## config.mk

```make
export PLATFORM = sky130hd
export DESIGN_NAME = cpu_controller_flat
export DESIGN_NICKNAME = d
export VERILOG_FILES = /design/src/rtl/cpu_controller_pkg.sv /design/src/rtl/cpu_controller_if.sv /design/src/rtl/cpu_controller_cond_eval.sv /design/src/rtl/cpu_controller.sv /design/src/flat_wrapper.sv
export SDC_FILE = /design/constraint.sdc
export NUM_CORES = 1
export LEC_CHECK = 0
export CAP_MARGIN = 20
export CORE_MARGIN = 4
export CORE_UTILIZATION = 38
export CTS_CLUSTER_SIZE = 10
export DETAILED_ROUTE_END_ITERATION = 10
export HOLD_SLACK_MARGIN = 0.08
export PLACE_DENSITY_LB_ADDON = 0.08
export SLEW_MARGIN = 20
export SYNTH_ARGS = -nofsm -noshare
export SYNTH_HDL_FRONTEND = slang
export SYNTH_SLANG_ARGS = --single-unit
```

## constraint.sdc

```tcl
create_clock -name clk -period 2.38 [get_ports clk]
set_input_delay 0.476 -clock clk [delete_from_list [all_inputs] [get_ports clk]]
set_output_delay 0.476 -clock clk [all_outputs]
set_load 0.05 [all_outputs]
```

## src/rtl/cpu_controller_pkg.sv

```systemverilog
// Shared types and encodings for the 16-bit CPU controller.
// Also used by the datapath and memory interface.
package cpu_controller_pkg;

    localparam int STATE_W = 5;

    typedef enum logic [STATE_W-1:0] {
        S_RST, S_IF1, S_IF2, S_UPC, S_DEC,
        S_WIMM, S_GETA, S_GETB, S_ALU, S_WRC,
        S_ADDR, S_LADDR, S_MRD, S_WMEM,
        S_GETRD, S_PASS, S_MWR,
        S_BLW, S_BR, S_BXB, S_BXC, S_BXP,
        S_HALT
    } state_t;

    localparam logic [2:0] OPC_B    = 3'b001;
    localparam logic [2:0] OPC_BL   = 3'b010;
    localparam logic [2:0] OPC_LDR  = 3'b011;
    localparam logic [2:0] OPC_STR  = 3'b100;
    localparam logic [2:0] OPC_ALU  = 3'b101;
    localparam logic [2:0] OPC_MOV  = 3'b110;
    localparam logic [2:0] OPC_HALT = 3'b111;

    localparam logic [1:0] OP_MOVR = 2'b00;
    localparam logic [1:0] OP_MOVI = 2'b10;
    localparam logic [1:0] OP_CMP  = 2'b01;
    localparam logic [1:0] OP_MVN  = 2'b11;
    localparam logic [1:0] OP_MEM  = 2'b00;
    localparam logic [1:0] OP_B    = 2'b00;
    localparam logic [1:0] OP_BL   = 2'b11;
    localparam logic [1:0] OP_BX   = 2'b00;

    localparam logic [2:0] COND_AL = 3'b000;
    localparam logic [2:0] COND_EQ = 3'b001;
    localparam logic [2:0] COND_NE = 3'b010;
    localparam logic [2:0] COND_LT = 3'b011;
    localparam logic [2:0] COND_LE = 3'b100;

    localparam logic [2:0] NSEL_NONE = 3'b000;
    localparam logic [2:0] NSEL_RN   = 3'b001;
    localparam logic [2:0] NSEL_RD   = 3'b010;
    localparam logic [2:0] NSEL_RM   = 3'b100;

    localparam logic [3:0] VSEL_C     = 4'b0001;
    localparam logic [3:0] VSEL_PC    = 4'b0010;
    localparam logic [3:0] VSEL_IMM   = 4'b0100;
    localparam logic [3:0] VSEL_MDATA = 4'b1000;

    localparam logic [1:0] MEM_NONE  = 2'b00;
    localparam logic [1:0] MEM_READ  = 2'b01;
    localparam logic [1:0] MEM_WRITE = 2'b10;

    localparam logic [1:0] PC_SEL_INC = 2'b00;
    localparam logic [1:0] PC_SEL_REL = 2'b01;
    localparam logic [1:0] PC_SEL_REG = 2'b10;
    localparam logic [1:0] PC_SEL_RST = 2'b11;

    typedef struct packed {
        logic [2:0] nsel;
        logic [3:0] vsel;
        logic       loada;
        logic       loadb;
        logic       loadc;
        logic       loads;
        logic       asel;
        logic       bsel;
        logic       write;
        logic       load_ir;
        logic       load_pc;
        logic [1:0] pc_sel;
        logic       load_addr;
        logic       addr_sel;
        logic [1:0] mem_cmd;
        logic       halted;
    } ctrl_t;

    // ALU-state flavour depends on the held instruction, never on flags.
    function automatic ctrl_t ctrl_of(state_t s, logic [2:0] opcode,
                                      logic [1:0] op);
        ctrl_t c;
        c = '0;
        case (s)
            S_RST:   begin c.load_pc = 1'b1; c.pc_sel = PC_SEL_RST; end
            S_IF1:   begin c.addr_sel = 1'b1; c.mem_cmd = MEM_READ; end
            S_IF2:   begin
                c.addr_sel = 1'b1;
                c.mem_cmd  = MEM_READ;
                c.load_ir  = 1'b1;
            end
            S_UPC:   begin c.load_pc = 1'b1; c.pc_sel = PC_SEL_INC; end
            S_WIMM:  begin
                c.nsel = NSEL_RN; c.vsel = VSEL_IMM; c.write = 1'b1;
            end
            S_GETA:  begin c.nsel = NSEL_RN; c.loada = 1'b1; end
            S_GETB:  begin c.nsel = NSEL_RM; c.loadb = 1'b1; end
            S_ALU:   begin
                c.loadc = 1'b1;
                c.asel  = (opcode == OPC_MOV && op == OP_MOVR)
                       || (opcode == OPC_ALU && op == OP_MVN);
                c.loads = (opcode == OPC_ALU && op == OP_CMP);
            end
            S_WRC:   begin
                c.nsel = NSEL_RD; c.vsel = VSEL_C; c.write = 1'b1;
            end
            S_ADDR:  begin c.bsel = 1'b1; c.loadc = 1'b1; end
            S_LADDR: c.load_addr = 1'b1;
            S_MRD:   c.mem_cmd = MEM_READ;
            S_WMEM:  begin
                c.mem_cmd = MEM_READ;
                c.nsel    = NSEL_RD;
                c.vsel    = VSEL_MDATA;
                c.write   = 1'b1;
            end
            S_GETRD: begin c.nsel = NSEL_RD; c.loadb = 1'b1; end
            S_PASS:  begin c.asel = 1'b1; c.loadc = 1'b1; end
            S_MWR:   c.mem_cmd = MEM_WRITE;
            S_BLW:   begin
                c.nsel = NSEL_RN; c.vsel = VSEL_PC; c.write = 1'b1;
            end
            S_BR:    begin c.load_pc = 1'b1; c.pc_sel = PC_SEL_REL; end
            S_BXB:   begin c.nsel = NSEL_RD; c.loadb = 1'b1; end
            S_BXC:   begin c.asel = 1'b1; c.loadc = 1'b1; end
            S_BXP:   begin c.load_pc = 1'b1; c.pc_sel = PC_SEL_REG; end
            S_HALT:  c.halted = 1'b1;
            default: c = '0;
        endcase
        return c;
    endfunction

endpackage

```

## src/rtl/cpu_controller_if.sv

```systemverilog
// Decoder/status inputs and control outputs of the CPU controller.
// master = controller side, slave = datapath/memory side.
interface cpu_controller_if;
    logic [2:0] opcode;
    logic [1:0] op;
    logic [2:0] cond;
    logic       N;
    logic       V;
    logic       Z;
    logic [2:0] nsel;
    logic [3:0] vsel;
    logic       loada;
    logic       loadb;
    logic       loadc;
    logic       loads;
    logic       asel;
    logic       bsel;
    logic       write;
    logic       load_ir;
    logic       load_pc;
    logic [1:0] pc_sel;
    logic       load_addr;
    logic       addr_sel;
    logic [1:0] mem_cmd;
    logic       halted;

    modport master (
        input  opcode, op, cond, N, V, Z,
        output nsel, vsel, loada, loadb, loadc, loads, asel, bsel,
        output write, load_ir, load_pc, pc_sel, load_addr, addr_sel,
        output mem_cmd, halted
    );

    modport slave (
        output opcode, op, cond, N, V, Z,
        input  nsel, vsel, loada, loadb, loadc, loads, asel, bsel,
        input  write, load_ir, load_pc, pc_sel, load_addr, addr_sel,
        input  mem_cmd, halted
    );
endinterface

```

## src/rtl/cpu_controller_cond_eval.sv

```systemverilog
// Branch condition evaluation from the N/V/Z status flags.
module cpu_controller_cond_eval
    import cpu_controller_pkg::*;
(
    input  logic [2:0] cond,
    input  logic       n,
    input  logic       v,
    input  logic       z,
    output logic       taken
);
    always_comb begin
        taken = 1'b0;
        case (cond)
            COND_AL: taken = 1'b1;
            COND_EQ: taken = z;
            COND_NE: taken = !z;
            COND_LT: taken = n ^ v;
            COND_LE: taken = (n ^ v) | z;
            default: taken = 1'b0;
        endcase
    end
endmodule

```

## src/rtl/cpu_controller.sv

```systemverilog
// Moore FSM sequencing fetch, decode and execute of the 16-bit CPU.
// Outputs are registered from the next state so they line up with it.
module cpu_controller
    import cpu_controller_pkg::*;
#(
    parameter bit HALT_ON_ILLEGAL = 1'b0
) (
    input logic              clk,
    input logic              reset,
    cpu_controller_if.master bus
);
    state_t state;
    state_t nxt;
    ctrl_t  ctl;
    logic   taken;

    logic is_movi, is_movr, is_mvn, is_alu;
    logic is_ldr, is_str, is_b, is_bl, is_bx, is_halt;

    cpu_controller_cond_eval u_cond_eval (
        .cond  (bus.cond),
        .n     (bus.N),
        .v     (bus.V),
        .z     (bus.Z),
        .taken (taken)
    );

    assign is_movi = bus.opcode == OPC_MOV && bus.op == OP_MOVI;
    assign is_movr = bus.opcode == OPC_MOV && bus.op == OP_MOVR;
    assign is_mvn  = bus.opcode == OPC_ALU && bus.op == OP_MVN;
    assign is_alu  = bus.opcode == OPC_ALU && bus.op != OP_MVN;
    assign is_ldr  = bus.opcode == OPC_LDR && bus.op == OP_MEM;
    assign is_str  = bus.opcode == OPC_STR && bus.op == OP_MEM;
    assign is_b    = bus.opcode == OPC_B && bus.op == OP_B;
    assign is_bl   = bus.opcode == OPC_BL && bus.op == OP_BL;
    assign is_bx   = bus.opcode == OPC_BL && bus.op == OP_BX;
    assign is_halt = bus.opcode == OPC_HALT;

    always_comb begin
        nxt = S_RST;
        case (state)
            S_RST:   nxt = S_IF1;
            S_IF1:   nxt = S_IF2;
            S_IF2:   nxt = S_UPC;
            S_UPC:   nxt = S_DEC;
            S_DEC: begin
                unique case (1'b1)
                    is_movi:          nxt = S_WIMM;
                    is_movr, is_mvn:  nxt = S_GETB;
                    is_alu:           nxt = S_GETA;
                    is_ldr, is_str:   nxt = S_GETA;
                    is_b:             nxt = taken ? S_BR : S_IF1;
                    is_bl:            nxt = S_BLW;
                    is_bx:            nxt = S_BXB;
                    is_halt:          nxt = S_HALT;
                    default:
                        nxt = HALT_ON_ILLEGAL ? S_HALT : S_IF1;
                endcase
            end
            S_WIMM:  nxt = S_IF1;
            S_GETA:  nxt = (is_ldr || is_str) ? S_ADDR : S_GETB;
            S_GETB:  nxt = S_ALU;
            S_ALU:   nxt = (bus.op == OP_CMP && is_alu) ? S_IF1 : S_WRC;
            S_WRC:   nxt = S_IF1;
            S_ADDR:  nxt = S_LADDR;
            S_LADDR: nxt = is_ldr ? S_MRD : S_GETRD;
            S_MRD:   nxt = S_WMEM;
            S_WMEM:  nxt = S_IF1;
            S_GETRD: nxt = S_PASS;
            S_PASS:  nxt = S_MWR;
            S_MWR:   nxt = S_IF1;
            S_BLW:   nxt = S_BR;
            S_BR:    nxt = S_IF1;
            S_BXB:   nxt = S_BXC;
            S_BXC:   nxt = S_BXP;
            S_BXP:   nxt = S_IF1;
            S_HALT:  nxt = S_HALT;
            default: nxt = S_RST;
        endcase
    end

    always_ff @(posedge clk) begin
        if (reset) begin
            state <= S_RST;
            ctl   <= ctrl_of(S_RST, bus.opcode, bus.op);
        end else begin
            state <= nxt;
            ctl   <= ctrl_of(nxt, bus.opcode, bus.op);
        end
    end

    assign bus.nsel      = ctl.nsel;
    assign bus.vsel      = ctl.vsel;
    assign bus.loada     = ctl.loada;
    assign bus.loadb     = ctl.loadb;
    assign bus.loadc     = ctl.loadc;
    assign bus.loads     = ctl.loads;
    assign bus.asel      = ctl.asel;
    assign bus.bsel      = ctl.bsel;
    assign bus.write     = ctl.write;
    assign bus.load_ir   = ctl.load_ir;
    assign bus.load_pc   = ctl.load_pc;
    assign bus.pc_sel    = ctl.pc_sel;
    assign bus.load_addr = ctl.load_addr;
    assign bus.addr_sel  = ctl.addr_sel;
    assign bus.mem_cmd   = ctl.mem_cmd;
    assign bus.halted    = ctl.halted;
endmodule

```

## src/flat_wrapper.sv

```systemverilog
// flat-port wrapper written by rule: the top's interface ports become plain ports
module cpu_controller_flat import cpu_controller_pkg::*;
#(
    parameter bit HALT_ON_ILLEGAL = 1'b0
)
  (clk, reset, bus_opcode, bus_op, bus_cond, bus_N, bus_V, bus_Z, bus_nsel, bus_vsel, bus_loada, bus_loadb, bus_loadc, bus_loads, bus_asel, bus_bsel, bus_write, bus_load_ir, bus_load_pc, bus_pc_sel, bus_load_addr, bus_addr_sel, bus_mem_cmd, bus_halted);
  cpu_controller_if bus_i ();
  input logic clk;
  input logic reset;
  input wire logic [$bits(bus_i.opcode)-1:0] bus_opcode;
  input wire logic [$bits(bus_i.op)-1:0] bus_op;
  input wire logic [$bits(bus_i.cond)-1:0] bus_cond;
  input wire logic [$bits(bus_i.N)-1:0] bus_N;
  input wire logic [$bits(bus_i.V)-1:0] bus_V;
  input wire logic [$bits(bus_i.Z)-1:0] bus_Z;
  output wire logic [$bits(bus_i.nsel)-1:0] bus_nsel;
  output wire logic [$bits(bus_i.vsel)-1:0] bus_vsel;
  output wire logic [$bits(bus_i.loada)-1:0] bus_loada;
  output wire logic [$bits(bus_i.loadb)-1:0] bus_loadb;
  output wire logic [$bits(bus_i.loadc)-1:0] bus_loadc;
  output wire logic [$bits(bus_i.loads)-1:0] bus_loads;
  output wire logic [$bits(bus_i.asel)-1:0] bus_asel;
  output wire logic [$bits(bus_i.bsel)-1:0] bus_bsel;
  output wire logic [$bits(bus_i.write)-1:0] bus_write;
  output wire logic [$bits(bus_i.load_ir)-1:0] bus_load_ir;
  output wire logic [$bits(bus_i.load_pc)-1:0] bus_load_pc;
  output wire logic [$bits(bus_i.pc_sel)-1:0] bus_pc_sel;
  output wire logic [$bits(bus_i.load_addr)-1:0] bus_load_addr;
  output wire logic [$bits(bus_i.addr_sel)-1:0] bus_addr_sel;
  output wire logic [$bits(bus_i.mem_cmd)-1:0] bus_mem_cmd;
  output wire logic [$bits(bus_i.halted)-1:0] bus_halted;
  assign bus_i.opcode = bus_opcode;
  assign bus_i.op = bus_op;
  assign bus_i.cond = bus_cond;
  assign bus_i.N = bus_N;
  assign bus_i.V = bus_V;
  assign bus_i.Z = bus_Z;
  assign bus_nsel = bus_i.nsel;
  assign bus_vsel = bus_i.vsel;
  assign bus_loada = bus_i.loada;
  assign bus_loadb = bus_i.loadb;
  assign bus_loadc = bus_i.loadc;
  assign bus_loads = bus_i.loads;
  assign bus_asel = bus_i.asel;
  assign bus_bsel = bus_i.bsel;
  assign bus_write = bus_i.write;
  assign bus_load_ir = bus_i.load_ir;
  assign bus_load_pc = bus_i.load_pc;
  assign bus_pc_sel = bus_i.pc_sel;
  assign bus_load_addr = bus_i.load_addr;
  assign bus_addr_sel = bus_i.addr_sel;
  assign bus_mem_cmd = bus_i.mem_cmd;
  assign bus_halted = bus_i.halted;
  cpu_controller #(.HALT_ON_ILLEGAL(HALT_ON_ILLEGAL)) u_core (.clk(clk), .reset(reset), .bus(bus_i));
endmodule
```

======== Word level (Yosys, flattened, before mapping) ========
Cells that the tools add are included.
Widths: inputs -> output; s select.
storage, ports and cells
  flip-flop bits (word level) ............. 28
  bits of input ports ..................... 13
  output and inout bits ................... 23
  logic and storage cells ................. 129
cells by class
  equal/unequal tests ..................... 58
  mux-type cells .......................... 21
  bitwise operators ....................... 3
  reductions and logical operators ........ 30
operators by type and width
  kind                number
  $pmux 5 s17         1
  $eq 5x4->1 const B  16
  $eq 5x5->1 const B  14
  $eq 5x3->1 const B  7
  $pmux 5 s7          1
  $eq 5x2->1 const B  4
  $pmux 4 s4          1
  $reduce_or 4->1     4
  $eq 3x3->1 const B  5
  $eq 3x2->1 const B  4
  $pmux 3 s4          1
  $logic_and 1x1->1   11
  $eq 5x1->1 const B  2
  $logic_not 5->1     2
  $mux 1              9
  $pmux 3 s3          1
  $reduce_or 3->1     3
  $mux 4              2
  $reduce_or 2->1     4
  $reduce_or 7->1     1
  $eq 3x1->1 const B  2
  $mux 5              1
  $pmux 1 s5          1
  $eq 2x2->1 const B  2
  12 further kinds    13

======== Depth between registers and ports, before layout ========
Gate-level depths: netlist (run 1).
  depth after elaboration ................. 9
  gate-level depth with buffers ........... 9

======== Hierarchy ========
A second synthesis (run 1) with hierarchy kept.
unflattened totals
  cells, all modules ...................... 175
  area, all modules ....................... 1517.7 um^2
modules (own cells, without submodules)
  module                    instances  cells an instance  area an instance (um^2)  seq. area each (um^2)
  cpu_controller            1          169                1462.7                   560.5
  cpu_controller_cond_eval  1          6                  55.1                     0.0

======== Least setup slack after synthesis (run 1) ========
OpenSTA, ideal clock, no wires.
  path type ............................... in2reg
  start ................................... input port bus_op[0]
  end ..................................... register u_core.ctl (netlist bit u_core.bus.pc_sel[1])
  setup time .............................. 120 ps
  data arrival time ....................... 1932 ps
  required time ........................... 2260 ps
  setup slack ............................. 328 ps
  cell stages on the path ................. 9
  path buffers ............................ 2
  path through ............................ buf_4 nor2_2 o211ai_1 o22a_1 o21a_1 buf_6 and2_4 nor2b_4 a211o_1
between the ends
  cells in the longest elaborated chain, start to end .. 7
RTL lines
  what                                                            line                      source
  from (decl)                                                     flat_wrapper.sv:11        input wire logic [$bits(bus_i.op)-1:0] bus_op;
  $ne 2x2->1, or another cell as far along                        cpu_controller.sv:31      assign is_alu = bus.opcode == OPC_ALU && bus.op != OP_MVN;
  $logic_and 1x1->1 (on tied branches)                            n/a
  $reduce_or 3->1 (no source line), or another cell as far along  n/a
  $pmux 5 s7, or another cell as far along                        cpu_controller.sv:47      unique case (1'b1)
  $pmux 5 s17 *                                                   cpu_controller.sv:41      case (state)
  $eq 5x5->1, or another cell as far along                        cpu_controller_pkg.sv:82  case (s)
  $pmux 3 s4 *                                                    cpu_controller_pkg.sv:82
  to (signal assigned)                                            cpu_controller.sv:85      ctl <= ctrl_of(S_RST, bus.opcode, bus.op);
  to (signal assigned)                                            cpu_controller.sv:88      ctl <= ctrl_of(nxt, bus.opcode, bus.op);
  to (decl)                                                       cpu_controller.sv:14      ctrl_t ctl;
Mark *: on every way between the ends. The rest lies on a longest branch, timed or not.
A chain may end at the register's enable or synchronous reset.

======== Worst setup path after layout (run 1) ========
  start ................................... input port bus_opcode[1]
  end ..................................... register u_core.ctl (netlist bit u_core.bus.pc_sel[1])
between the ends
  cells in the longest elaborated chain, start to end .. 7
RTL lines
  what                                                            line                      source
  from (decl)                                                     flat_wrapper.sv:10        input wire logic [$bits(bus_i.opcode)-1:0] bus_opcode;
  $eq 3x3->1, or another cell as far along                        cpu_controller.sv:33      assign is_str = bus.opcode == OPC_STR && bus.op == OP_MEM;
  $logic_and 1x1->1 (on tied branches)                            n/a
  $reduce_or 3->1 (no source line), or another cell as far along  n/a
  $pmux 5 s7, or another cell as far along                        cpu_controller.sv:47
  $pmux 5 s17 *                                                   cpu_controller.sv:41
  $eq 5x5->1, or another cell as far along                        cpu_controller_pkg.sv:82
  $pmux 3 s4 *                                                    cpu_controller_pkg.sv:82
Marked as above.

==> results.md, run 1 <==
* Status: finished, final reports clean
* Final core utilization at 0.545
* Total Power at ~1.2 mW
* Crit Path Category: in -> reg
* Post-synthesis xor/xnor area fraction at 0.0277
* Complex-gate fraction of the synthesized area at 0.214
* Die Wd at roughly 73 um
* Initial antenna violation count at 0
* Worst Min Path Start: u_core.state[3]
* Synth-to-layout area growth at 38.7%
* Hold path endpoint: u_core.bus.load_pc
* Total GRT Usage at 0.154
* Startpoint Class: input pin
* Post-synthesis adder-cell area fraction at 0
* DRC at 0
* Number of buffers created by CTS at 3
* Row Count at 23
* Share of the synthesized area in the top cell type at 0.354
* Clock Sinks at 28
* Synth Register Bits at 28
* Clock-pin slew on the worst setup and hold paths at 80 ps
* CTS tree: yes
* WL/cell at between 10 and 15 um
* Rel. slew slack at 0.621
* Final Wtd Congestion at between 0.9 and 1
* Fin cells at 291
* Hold-fix buffer count after cts at 0
* ANT cells at 0
* Placed Area at about 2100 um2
* R2r startpoint: u_core.state[4]
* Fmax at approximately 440 MHz
* Mux cell area share after synthesis at 0.0134
* Final slew viol count at 0
* Htree depth at 1
* Reg2reg end: u_core.bus.mem_cmd[1]
* DP Cell Count at 287
* Period utilization at 0.947
* WP data arrival at approximately 2400 ps
* Crit path cell chain: clkdlybuf4s50_1, buf_4, a2bb2oi_1, o21ai_0, a31oi_4, and2_4, nor2b_4, a211o_1
* Worst skew pair latency at roughly 260 ps
* Syn avg cell area at between 8 and 9 um2
* RSZ-0062 raised after global routing: no
* Final ANT Viol Nets at 0
* Tmin final at 2250 ps
* Syn_nets at ~200
* Die area at about 5300 um2
* DR pass1 iterations at 4
* Core Area at a little over 4000 um2
* Max stage delay on crit path at 570 ps
* Port-buffer cells at 35
* R2r setup slk at around 190 ps
* Unique masters post-synth at 60
* Top FF cell, synth: dfxtp_1
* Worst-path fanout max at 6
* Leakage at 0.867 nW
* Hold Crit Class: reg -> reg
* Initial Util at 0.393
* Final setup viols at 0
* Final nets at ~260
* Max_cap viols at 0
* Clock Path Buffers at 2
* HPWL after detailed placement at slightly above 3000 um
* Share of layout cells above drive strength 1 at 0.228
* Synth area leader: dfxtp_1
* Synth area leaders: dfxtp_1 35%, nor2_1 6.4%, nand2_1 4.0%
* Post-synth EDFFs at 0
* Via count at around 1500
* DRT iter0 DRCs at between 90 and 100
* Largest net degree at the start of global routing at 19
* Gate Count Post-Synth at between 150 and 200
* Chip Height at 72.5 um
* Number of synthesis warnings at 0
* Final hold violations at 0
* Power per Cell Area at around 550 nW/um2
* Global-route wire length before repair at between 6000 and 7000 um
* Setup crit end kind: register
* Synth Area in Simple Gates at 0.311
* R2R cell count at 8
* Largest family of logic cells by synthesized area: simple AND/OR/NAND/NOR gates
* Worst Path Required at roughly 2500 ps
* Worst vdd ir at approximately 440 uV
* Drt total wl at 3970 um
* Vias per cell at roughly 5.2
* Top Ports at 36
* Slew @ Worst Pin at 568 ps
* Root Driver: clkbuf_8
* Final instance area at 2190 um2
* GRT overflow at 0
* Slowest-stage cell, CP: clkdlybuf4s50_1
* Vias in the first global route at roughly 1400
* Cell area after synthesis at about 1600 um2
* Fillers at 375
* Setup Skew at about 2.9 ps
* Post-synth ARST share at 0
* Seq/Total Area, Yosys at 0.354
* Hold path depth at 3
[worst max path at each step]
stage	cells after the start	to	slack, ps	startpoint
finish	8	u_core.bus.pc_sel[1]	130	bus_opcode[1]
global route	8	u_core.bus.nsel[0]	9	bus_opcode[1]
CTS	8	u_core.bus.pc_sel[1]	30	bus_opcode[0]
detailed placement	8	u_core.bus.nsel[0]	-280	bus_opcode[2]
global placement	7	u_core.bus.pc_sel[1]	-240	bus_op[0]
floorplan	9	u_core.bus.pc_sel[1]	330	bus_op[0]
[area by class of cell]
type / instances / area [um2] / share of cell area
multi-input cells: 140 / 925 / 0.421
repair buffers: 66 / 589 / 0.269
inverters: 4 / 15.0 / 0.00684
flip-flops and latches: 28 / 562 / 0.256
well taps: 50 / 62.6 / 0.0285
clock buffers: 3 / 41.3 / 0.0188
[state kept, by name, indices dropped and copies added, names as in the netlist]
register              count
u_core.bus.load_addr      1
u_core.bus.loada          1
u_core.bus.bsel           1
u_core.bus.load_pc        1
u_core.bus.write          1
u_core.bus.pc_sel         2
u_core.bus.load_ir        1
u_core.bus.vsel           4
u_core.bus.loadc          1
u_core.bus.mem_cmd        2
u_core.state              5
u_core.bus.halted         1
u_core.bus.loadb          1
u_core.bus.asel           1
u_core.bus.nsel           3
u_core.bus.loads          1
u_core.bus.addr_sel       1
[through the flow]
stage | hold WS (ps) | setup WS, ps | TNS (ps)
global route | 752 | 8.92 | 0
detailed placement | 717 | -281 | -4590
finish | 712 | 126 | 0
floorplan | 689 | 328 | 0
global placement | 699 | -242 | -3160
CTS | 739 | 29.2 | 0
[cells in the final DEF (no fill, tap or decap), drive strengths merged, types with 3 or more instances in the layout]
master	instances
nor2	28
nor2b	4
clkbuf	3
a21oi	9
buf	31
dfxtp	28
nand2	18
and2	3
nor3	4
inv	4
nand3b	3
nor3b	3
dlymetal6s2s	3
nand2b	8
a31oi	3
clkdlybuf4s50	31
nand3	6
xor2	3
nor4b	4
o21ai	8
[critical path: cells and delay by family]
kind | cells | cell delay (ps)
AO/OA/AOI/OAI | 4 | 860
buffers and inverters | 2 | 750
AND/OR/NAND/NOR | 2 | 330
[repair_timing]
action / 4_1_cts / 5_1_grt
pin swaps: 0 / 1
setup endpoints to repair: 1 / 20
setup buffers: 0 / 1
resized for setup: 2 / 10
[synthesized netlist by cell type, drive strengths merged (3+ instances only)]
library cell	instances
o21ai	8
inv	4
nor3	4
nor3b	3
nand2	18
nand3	6
and2	3
xor2	3
a21oi	9
buf	15
a31oi	3
nor4b	4
nand3b	3
dfxtp	28
nor2b	4
nand2b	8
nor2	28
[where the power goes]
part | total, mW | switching (mW) | internal [mW]
registers | 0.525 | 0.0274 | 0.498
logic | 0.448 | 0.247 | 0.201
clock network | 0.238 | 0.125 | 0.113
total | 1.21 | 0.399 | 0.812
[metal layers]
layer,wire (um),GRT usage
met1,1950,0.207
met2,1800,0.243
met3,170,0.0402
met4,45,0.0410
met5,0,0
[cells by family (layout without fill, tap and decap cells)]
| kind of cell | count (synthesis) | in the layout |
|---|---|---|
| buf+inv | 20 | 73 |
| compound gates | 46 | 46 |
| flops | 28 | 28 |
| xor+xnor | 5 | 5 |
| mux | 2 | 2 |
| simple gates | 87 | 87 |
Note: power is estimated with default switching activity, not from simulation.
==> inputs of run 2 (changes only) <==
Settings changed: CTS_BUF_LIST set to sky130_fd_sc_hd__clkbuf_8, HOLD_SLACK_MARGIN 0.08 to unset.
==> results of run 2 <==
No change in the layout: final DEF, timing and power equal those of run 1.
